## config.mk

```make
export PLATFORM = sky130hd
export DESIGN_NAME = alu_mdu_seq
export DESIGN_NICKNAME = d
export VERILOG_FILES = /design/src/rtl/alu_mdu_seq.sv
export SDC_FILE = /design/constraint.sdc
export NUM_CORES = 1
export LEC_CHECK = 0
export CAP_MARGIN = 5
export CELL_PAD_IN_SITES_DETAIL_PLACEMENT = 1
export CELL_PAD_IN_SITES_GLOBAL_PLACEMENT = 1
export CORE_AREA = 3 3 188 190
export DETAILED_ROUTE_END_ITERATION = 10
export DIE_AREA = 0 0 191 193
export GPL_TIMING_DRIVEN = 0
export PLACE_DENSITY = 0.86
export SETUP_SLACK_MARGIN = 0.5
export SLEW_MARGIN = 25
export SYNTH_ARGS = -nofsm -noshare
export SYNTH_HDL_FRONTEND = slang
export SYNTH_SLANG_ARGS = --single-unit
```

## constraint.sdc

```tcl
create_clock -name clk -period 11.15 [get_ports clk]
set_input_delay 1.115 -clock clk [delete_from_list [all_inputs] [get_ports clk]]
set_output_delay 1.115 -clock clk [all_outputs]
set_load 0.05 [all_outputs]
```

## src/rtl/alu_mdu_seq.sv

```systemverilog
// Sequential RV32M-style multiply/divide unit: one operand bit per cycle.
// It shift-adds for multiply and does a restoring divide on magnitudes, with sign fix-up on exit.
module alu_mdu_seq #(
  parameter int WIDTH = 32
) (
  input  logic             clk,
  input  logic             reset,
  input  logic             start,
  input  logic [1:0]       ALUOp,
  input  logic [6:0]       Funct7,
  input  logic [2:0]       Funct3,
  input  logic [WIDTH-1:0] SrcA,
  input  logic [WIDTH-1:0] SrcB,
  output logic             Busy,
  output logic             Done,
  output logic [WIDTH-1:0] Result
);

  localparam int CW = $clog2(WIDTH);
  localparam logic [WIDTH-1:0] MIN_NEG = {1'b1, {(WIDTH-1){1'b0}}};

  typedef enum logic [1:0] {IDLE, CALC, DONE} state_t;

  typedef struct packed {
    logic [2:0] fn;
    logic       neg_q;   // product sign (mul) or quotient sign (div)
    logic       neg_r;   // remainder sign = dividend sign
  } op_t;

  state_t             state;
  logic [CW-1:0]      cnt;
  op_t                op;
  logic [2*WIDTH-1:0] p;    // {acc/remainder, multiplier/quotient}
  logic [WIDTH-1:0]   opb;  // multiplicand or divisor magnitude

  // ---------------- acceptance decode ----------------
  logic             accept, is_div, a_sgn, b_sgn, div_zero, div_ovf;
  logic [WIDTH-1:0] a_mag, b_mag, special_res;

  always_comb begin
    accept   = start && (state == IDLE) && (ALUOp == 2'b10) && (Funct7 == 7'b0000001);
    is_div   = Funct3[2];
    a_sgn    = SrcA[WIDTH-1] && (Funct3 == 3'b001 || Funct3 == 3'b010 ||
                                 Funct3 == 3'b100 || Funct3 == 3'b110);
    b_sgn    = SrcB[WIDTH-1] && (Funct3 == 3'b001 || Funct3 == 3'b100 || Funct3 == 3'b110);
    a_mag    = a_sgn ? -SrcA : SrcA;
    b_mag    = b_sgn ? -SrcB : SrcB;
    div_zero = is_div && (SrcB == '0);
    div_ovf  = is_div && !Funct3[0] && (SrcA == MIN_NEG) && (SrcB == '1);
    special_res = '0;
    if (div_zero)     special_res = Funct3[1] ? SrcA : '1;
    else if (div_ovf) special_res = Funct3[1] ? '0 : SrcA;
  end

  // ---------------- one iteration step ----------------
  logic [WIDTH:0]     madd, rsh, rsub;
  logic [2*WIDTH-1:0] p_nxt;

  always_comb begin
    madd = {1'b0, p[2*WIDTH-1:WIDTH]} + (p[0] ? {1'b0, opb} : '0);
    rsh  = {p[2*WIDTH-1:WIDTH], p[WIDTH-1]};
    rsub = rsh - {1'b0, opb};
    if (op.fn[2]) begin
      // Remainder stays below the divisor, so bit WIDTH of rsub is a clean borrow.
      if (rsub[WIDTH]) p_nxt = {rsh[WIDTH-1:0], p[WIDTH-2:0], 1'b0};
      else             p_nxt = {rsub[WIDTH-1:0], p[WIDTH-2:0], 1'b1};
    end else begin
      p_nxt = {madd, p[WIDTH-1:1]};
    end
  end

  // ---------------- sign fix-up of the final step ----------------
  logic [2*WIDTH-1:0] prod;
  logic [WIDTH-1:0]   quo, rem, final_res;

  always_comb begin
    prod = op.neg_q ? -p_nxt : p_nxt;
    quo  = op.neg_q ? -p_nxt[WIDTH-1:0] : p_nxt[WIDTH-1:0];
    rem  = op.neg_r ? -p_nxt[2*WIDTH-1:WIDTH] : p_nxt[2*WIDTH-1:WIDTH];
    case (op.fn)
      3'b000:         final_res = prod[WIDTH-1:0];
      3'b100, 3'b101: final_res = quo;
      3'b110, 3'b111: final_res = rem;
      default:        final_res = prod[2*WIDTH-1:WIDTH];
    endcase
  end

  // ---------------- control FSM ----------------
  always_ff @(posedge clk) begin
    if (reset) begin
      state  <= IDLE;
      cnt    <= '0;
      Busy   <= 1'b0;
      Done   <= 1'b0;
      Result <= '0;
      op     <= '0;
      p      <= '0;
      opb    <= '0;
    end else begin
      case (state)
        IDLE: begin
          Done <= 1'b0;
          if (accept) begin
            op.fn    <= Funct3;
            op.neg_q <= a_sgn ^ b_sgn;
            op.neg_r <= a_sgn;
            if (div_zero || div_ovf) begin
              state  <= DONE;
              Done   <= 1'b1;
              Result <= special_res;
            end else begin
              state <= CALC;
              Busy  <= 1'b1;
              cnt   <= CW'(WIDTH - 1);
              opb   <= is_div ? b_mag : a_mag;
              p     <= {{WIDTH{1'b0}}, (is_div ? a_mag : b_mag)};
            end
          end
        end
        CALC: begin
          p <= p_nxt;
          if (cnt == '0) begin
            state  <= DONE;
            Busy   <= 1'b0;
            Done   <= 1'b1;
            Result <= final_res;
          end else begin
            cnt <= cnt - 1'b1;
          end
        end
        DONE: begin
          state <= IDLE;
          Done  <= 1'b0;
        end
        default: begin
          state <= IDLE;
          Busy  <= 1'b0;
          Done  <= 1'b0;
        end
      endcase
    end
  end

endmodule

```

# Word-level counts from Yosys, hierarchy flattened
# Index checks and enable logic that the tools add are counted.
[op_classes]
n_addsub = 8
n_eq_ne = 19
muxes = 38
n_bitwise = 3
n_reduce_logical = 30
[op_table]
columns = ["cell", "count"]
rows = [
  ["$mux 32", 14],
  ["$mux 64", 5],
  ["$neg 32->32", 4],
  ["$pmux 64 s2", 1],
  ["$pmux 32 s3", 1],
  ["$eq 32x32->1 const B", 2],
  ["$neg 64->64", 1],
  ["$pmux 32 s2", 1],
  ["$add 32x32->33", 1],
  ["$sub 33x32->33", 1],
  ["$logic_not 32->1", 1],
  ["$eq 3x3->1 const B", 6],
  ["$mux 5", 3],
  ["$reduce_and 4->1", 3],
  ["$pmux 5 s2", 1],
  ["$logic_and 1x1->1", 9],
  ["$ne 2x2->1 const B", 4],
  ["$eq 7x1->1 const B", 1],
  ["$logic_or 1x1->1", 6],
  ["$mux 1", 6],
  ["$mux 2", 3],
  ["$reduce_and 3->1", 2],
  ["$logic_not 5->1", 1],
  ["$sub 5x1->5 const B", 1],
  ["16 further kinds", 20],
]
[totals]
reg_bits = 142
inputBits = 79
elab_cells = 108

# Longest topological paths before layout
[logic_depth]
depth_word = 10
ltp_mapped = 27
ltp_nobuf = 23

# Worst setup path before layout
# Ideal clock, no wire load.
[synth_timing]
path_type = "register to register"
startpoint = "reg p[31]"
endpoint = "reg Result[26]"
setup_ns = 0.133
arrival_ns = 4.841
required_ns = 11.017
slack_ns = 6.176
stages_incl_launch_ff = 25
path_buffers = 2
synth_period_minus_slack_ns = 4.974
cell_sequence = "dfxtp_1 -> inv_1 -> ha_1 -> inv_1 -> fa_1 -> nand3_1 -> a21o_1 -> a21boi_1 -> o21ai_1 -> a21boi_2 -> nor2_2 -> buf_2 -> clkbuf_1 -> a211oi_1 -> nor2_1 -> ha_1 -> nand3_1 -> nor3_1 -> o22ai_1 -> or4_4 -> or3_1 -> o31ai_1 -> xor2_1 -> a221oi_1 -> o22ai_2"
[synth_via]
elab_chain_cells = 8
word_cells_on_any_way = 12
cone_classes = "add/sub (4); mux (8)"
[synth_rtl]
columns = ["item", "line_no", "rtl"]
rows = [
  ["start, declared", "33", "logic [2*WIDTH-1:0] p;"],
  ["start signal, assigned", "116", "p <= {{WIDTH{1'b0}}, (is_div ? a_mag : b_mag)};"],
  ["start signal, assigned", "121", "p <= p_nxt;"],
  ["$sub 33x32->33", "62", "rsub = rsh - {1'b0, opb};"],
  ["$mux 64", "65", "if (rsub[WIDTH]) p_nxt = {rsh[WIDTH-1:0], p[WIDTH-2:0], 1'b0};"],
  ["$mux 64 (*)", "63", "if (op.fn[2]) begin"],
  ["$neg 64->64, or another cell as far along", "77", "prod = op.neg_q ? -p_nxt : p_nxt;"],
  ["$mux 64, or another cell as far along", "77", ""],
  ["$pmux 32 s3 (*)", "80", "case (op.fn)"],
  ["$mux 32 (*)", "122", "if (cnt == '0) begin"],
  ["$pmux 32 s2 (*)", "100", "case (state)"],
  ["end signal, assigned", "110", "Result <= special_res;"],
  ["end signal, assigned", "126", "Result <= final_res;"],
  ["end, declared", "16", "output logic [WIDTH-1:0] Result"],
]
# Every way passes the cells marked *; elsewhere a longest branch is shown, timed or not. The select of a mux whose other input is x is not followed.
# A chain may end at the register's enable or synchronous reset.

# Worst setup path after layout
[layout_timing]
startpoint = "reg op[4] (netlist name)"
endpoint = "reg Result[22]"
[layout_via]
elab_chain_cells = 6
word_cells_on_any_way = 17
cone_classes = "add/sub (3); eq/ne (4); mux (7); reduce/logical (3)"
[layout_rtl]
columns = ["item", "line_no", "rtl"]
rows = [
  ["start, declared", "32", "op_t op;"],
  ["$mux 64", "63", ""],
  ["$neg 64->64, or another cell as far along", "77", ""],
  ["$mux 64, or another cell as far along", "77", ""],
  ["$pmux 32 s3 (*)", "80", ""],
  ["$mux 32 (*)", "122", ""],
  ["$pmux 32 s2 (*)", "100", ""],
]
# Marks and branches as above.

==> results.toml <==
[placement]
gp_routability_congestion = 1.09
hpwl_um = 69900
number_of_input_and_output_port_buffers_inserted = 111

[clock_tree]
number_of_buffers_created_by_cts = 17
postCtsHoldBufs = 0
htree_num_levels = 4
post_cts_buffers = 0
cts_num_sinks = 142
ctsLongestPathBuffers = 2
cts.reportedPaths.clkPinSlew_ps = 70
post_cts.resized_instances = 0
root_buffer = "sky130_fd_sc_hd__clkbuf_16"
tritoncts = "done"
worstSkewPairLatency_ps = 470

[timing]
time_the_worst_path_needs_with_i_o_delays_and_setup_ps = 7750
finalSetupViolCount = 0
unrepaired_setup_endpoints_after_global_routing = "no"
hold-worst-slack_ps = 487
finalCritPeriodShare = 0.695
timing.fmax_ghz = 0.129
worst-slew-pin-transition_ps = 1160
worst_slew_margin_rel = 0.224
final-max-slew-violation-count = 0
timing.setup.tns_ps = 0
timing.clock.skew_ps = 18.2
hold_violations = 0

[global_routing]
grt_pass1_wl_um = 127000
gr-usage-all-layers = 0.458
maximum_number_of_pins_on_one_net_before_global_route_repair = 17
first_global_vias = 20500
grt_remaining_overflow = 0
antenna_found_initial = 2

[floorplan]
rows = 67
starting_density_of_the_core = 0.480
die_w_um = 191
core-area_um2 = 33600
die_area_um2 = 36900
floorplan.die.height_um = 193
pin_count = 113

[finish]
areaGrowthSynthToFinish_pct = 14.3
nets = 2571
drive_above_1_share = 0.0613

[min_path]
hold_path.class = "flop to flop"
critical_hold_path_startpoint = "Busy"

[yosys]
ys_warn_count = 0
yosys.cell_types.count = 109
synth_seq_area_share = 0.176
synth.net_count = 2441
synth_enable_flop_cells = 0
synth-seq-cells = 142
dominantRegCellSynth = "sky130_fd_sc_hd__dfxtp_1"
synth.avg_cell_area_um2 = 7.05
synth_cells = 2289
synthesis.area_um2 = 16100
ys_async_sr_fraction = 0

[setup_path]
cp_num_cells = 20
slowest_stage = "sky130_fd_sc_hd__clkbuf_1"
timing.reg2reg.worst_path_depth = 20
setup.worst_path.end_class = "flop"
worstPathRequired_ps = 11450
crit_fanout = 10
cp.buffers_inverters = 9
startpoint = "op[4]"
max_stage_delay_ps = 760
crit-reg2reg-capture = "Result[22]"
critical_path.cell_chain = "buf_2 > clkbuf_1 > buf_2 > buf_2 > buf_1 > clkbuf_1 > clkbuf_1 > buf_2 > a31oi_1 > inv_1 > ha_1 > nand3_1 > nor3_1 > o22ai_1 > or4_4 > or3_1 > o31ai_1 > xnor2_1 > o211ai_1 > a311oi_2"
crit-reg2reg-launch = "op[4]"
type_of_the_worst_setup_path = "flop to flop"
critical_path.endpoint = "Result[22]"
cp-start-kind = "flop"
cp_data_arrival_time_ps = 8050
path_common_cell = "sky130_fd_sc_hd__buf_2"
timing.critical_path.max_delay_family = "buffers and inverters"
r2r_slack_ps = 3400

[detailed_routing]
detailedRoute.firstIterationViolations = 2531
post-route-drc-count = 0
post_drt_via_cell_ratio = 7.11
antenna_violating_nets_post_route = 0
route.final.wire_length_um = 87000
drt_pass1_iterations = 8
avgRoutedWirePerCell_um = 30.2
via_count = 20500

[power_and_ir_drop]
vdd.ir_drop.worst_v = 0.000121
swShare = 0.297
total_power_density_per_cell_area_nw_per_um2 = 71.3
netSwitchingPower_mw = 0.391
power.leakage_nw = 6.92
comb_power_share = 0.141
sequentialPowerShare = 0.386
cellInternalPower_mw = 0.924
power.share.clock = 0.473

[outcome]
outcome = "complete, no violations"

[flow_run]
max_cap_viols = 0
[through the flow]
stage | total power [mW] | worst slack (ps) | util | std cells | area (µm²)
2_1_floorplan | 0.605 | 6180 | - | 2289 | 16100
3_3_place_gp | 0.694 | 4010 | 0.530 | 2848 | 17800
3_5_place_dp | 0.698 | 3920 | 0.530 | 2848 | 17800
4_1_cts | 1.30 | 3900 | 0.548 | 2879 | 18400
5_1_grt | 1.34 | 3490 | 0.548 | 2879 | 18400
6_report | 1.32 | 3400 | 0.548 | 2881 | 18400
[power groups by stage]
stage          clock network [mW]  logic [mW]  registers, mW
3_5_place_dp                    0       0.179          0.519
3_3_place_gp                    0       0.175          0.519
5_1_grt                     0.640       0.193          0.508
2_1_floorplan                   0      0.0857          0.519
4_1_cts                     0.612       0.179          0.508
6_report                    0.622       0.186          0.508
[how the worst min path moves through the flow]
stage,endpoint,depth (start not counted)
after floorplan,opb[13],2
after global placement,Busy,2
after detailed placement,Result[17],2
after CTS,Result[17],2
after global routing,Busy,2
final,Busy,2
[metal layers]
layer	up-vias	share of wire	GRT usage
li1	8702	-	-
met1	9866	0.37	0.535
met2	1452	0.43	0.719
met3	462	0.11	0.123
met4	2	0.094	0.350
met5	-	0.00015	0
[sequential cells by signal (all words and copies together) (netlist names)]
register  count
Result       32
op            5
cnt           5
state         2
opb          32
Busy          1
Done          1
p            64
[area by class of cell]
cell class / count / area, µm²
Antenna cell: 2 / 5.00
Buffer: 151 / 618
Clock buffer: 17 / 425
Clock inverter: 14 / 180
Fill cell: 4390 / 15200
Inverter: 72 / 270
Multi-Input combinational cell: 1924 / 12400
Sequential cell: 142 / 2840
Tap cell: 448 / 561
Timing Repair Buffer: 111 / 1110
[worst register-to-register path, stage by stage (launching register included)]
cell,delay (ps)
sky130_fd_sc_hd__dfxtp_1,310
sky130_fd_sc_hd__buf_2,270
sky130_fd_sc_hd__clkbuf_1,430
sky130_fd_sc_hd__buf_2,480
sky130_fd_sc_hd__buf_2,370
sky130_fd_sc_hd__buf_1,450
sky130_fd_sc_hd__clkbuf_1,650
sky130_fd_sc_hd__clkbuf_1,770
sky130_fd_sc_hd__buf_2,490
sky130_fd_sc_hd__a31oi_1,340
sky130_fd_sc_hd__inv_1,140
sky130_fd_sc_hd__ha_1,310
sky130_fd_sc_hd__nand3_1,110
sky130_fd_sc_hd__nor3_1,150
sky130_fd_sc_hd__o22ai_1,250
sky130_fd_sc_hd__or4_4,500
sky130_fd_sc_hd__or3_1,390
sky130_fd_sc_hd__o31ai_1,320
sky130_fd_sc_hd__xnor2_1,100
sky130_fd_sc_hd__o211ai_1,610
sky130_fd_sc_hd__a311oi_2,190
[layout by cell type (no fill, tap or decap), types with 24 or more instances in the layout]
cell type,instances
sky130_fd_sc_hd__clkdlybuf4s50_1,111
sky130_fd_sc_hd__and2_1,50
sky130_fd_sc_hd__dfxtp_1,142
sky130_fd_sc_hd__ha_1,71
sky130_fd_sc_hd__clkbuf_1,107
sky130_fd_sc_hd__nand3_1,61
sky130_fd_sc_hd__inv_1,69
sky130_fd_sc_hd__o31ai_1,34
sky130_fd_sc_hd__nand2_1,204
sky130_fd_sc_hd__xnor2_1,94
sky130_fd_sc_hd__a21oi_1,189
sky130_fd_sc_hd__xor2_1,84
sky130_fd_sc_hd__mux2i_1,45
sky130_fd_sc_hd__or3_1,24
sky130_fd_sc_hd__nor2_1,264
sky130_fd_sc_hd__o21ai_0,161
sky130_fd_sc_hd__a211oi_1,93
sky130_fd_sc_hd__nor3_1,85
sky130_fd_sc_hd__o211ai_1,26
sky130_fd_sc_hd__a31oi_1,38
sky130_fd_sc_hd__nand4_1,31
sky130_fd_sc_hd__a21o_1,31
[cell families after synthesis]
family          Yosys count  share of synthesized area
flops                   142                      0.176
fa+ha+maj                73                     0.0575
xor+xnor                178                     0.0966
mux                      67                     0.0435
simple gates            848                      0.254
buf+inv                 223                     0.0551
compound gates          758                      0.317
[synth_stat cells (7+ instances only)]
cell type | n | area [µm²]
sky130_fd_sc_hd__nor2_1 | 264 | 991
sky130_fd_sc_hd__nand2_1 | 204 | 766
sky130_fd_sc_hd__a21oi_1 | 189 | 946
sky130_fd_sc_hd__o21ai_0 | 161 | 806
sky130_fd_sc_hd__dfxtp_1 | 142 | 2840
sky130_fd_sc_hd__clkbuf_1 | 107 | 402
sky130_fd_sc_hd__xnor2_1 | 94 | 823
sky130_fd_sc_hd__a211oi_1 | 93 | 698
sky130_fd_sc_hd__nor3_1 | 85 | 425
sky130_fd_sc_hd__xor2_1 | 84 | 736
sky130_fd_sc_hd__ha_1 | 71 | 888
sky130_fd_sc_hd__inv_1 | 69 | 259
sky130_fd_sc_hd__nand3_1 | 61 | 305
sky130_fd_sc_hd__and2_1 | 50 | 313
sky130_fd_sc_hd__mux2i_1 | 45 | 450
sky130_fd_sc_hd__a31oi_1 | 39 | 244
sky130_fd_sc_hd__o31ai_1 | 34 | 255
sky130_fd_sc_hd__a21o_1 | 31 | 233
sky130_fd_sc_hd__nand4_1 | 31 | 194
sky130_fd_sc_hd__o211ai_1 | 26 | 195
sky130_fd_sc_hd__or3_1 | 24 | 150
sky130_fd_sc_hd__mux2_2 | 21 | 236
sky130_fd_sc_hd__buf_1 | 20 | 75.1
sky130_fd_sc_hd__nand2b_1 | 20 | 125
sky130_fd_sc_hd__nor4_1 | 20 | 125
sky130_fd_sc_hd__buf_2 | 19 | 95.1
sky130_fd_sc_hd__and3_1 | 15 | 93.8
sky130_fd_sc_hd__a311oi_1 | 14 | 123
sky130_fd_sc_hd__a221oi_1 | 13 | 114
sky130_fd_sc_hd__o41ai_1 | 13 | 114
sky130_fd_sc_hd__o21ai_1 | 11 | 55.1
sky130_fd_sc_hd__o221ai_1 | 11 | 96.3
sky130_fd_sc_hd__or2_2 | 10 | 62.6
sky130_fd_sc_hd__or4_1 | 10 | 75.1
sky130_fd_sc_hd__nor2b_1 | 9 | 56.3
sky130_fd_sc_hd__o21bai_1 | 9 | 67.6
sky130_fd_sc_hd__o22ai_1 | 9 | 56.3
sky130_fd_sc_hd__a31o_2 | 8 | 70.1
sky130_fd_sc_hd__nor3b_1 | 7 | 52.6
Power figures use the tool's default switching activity.
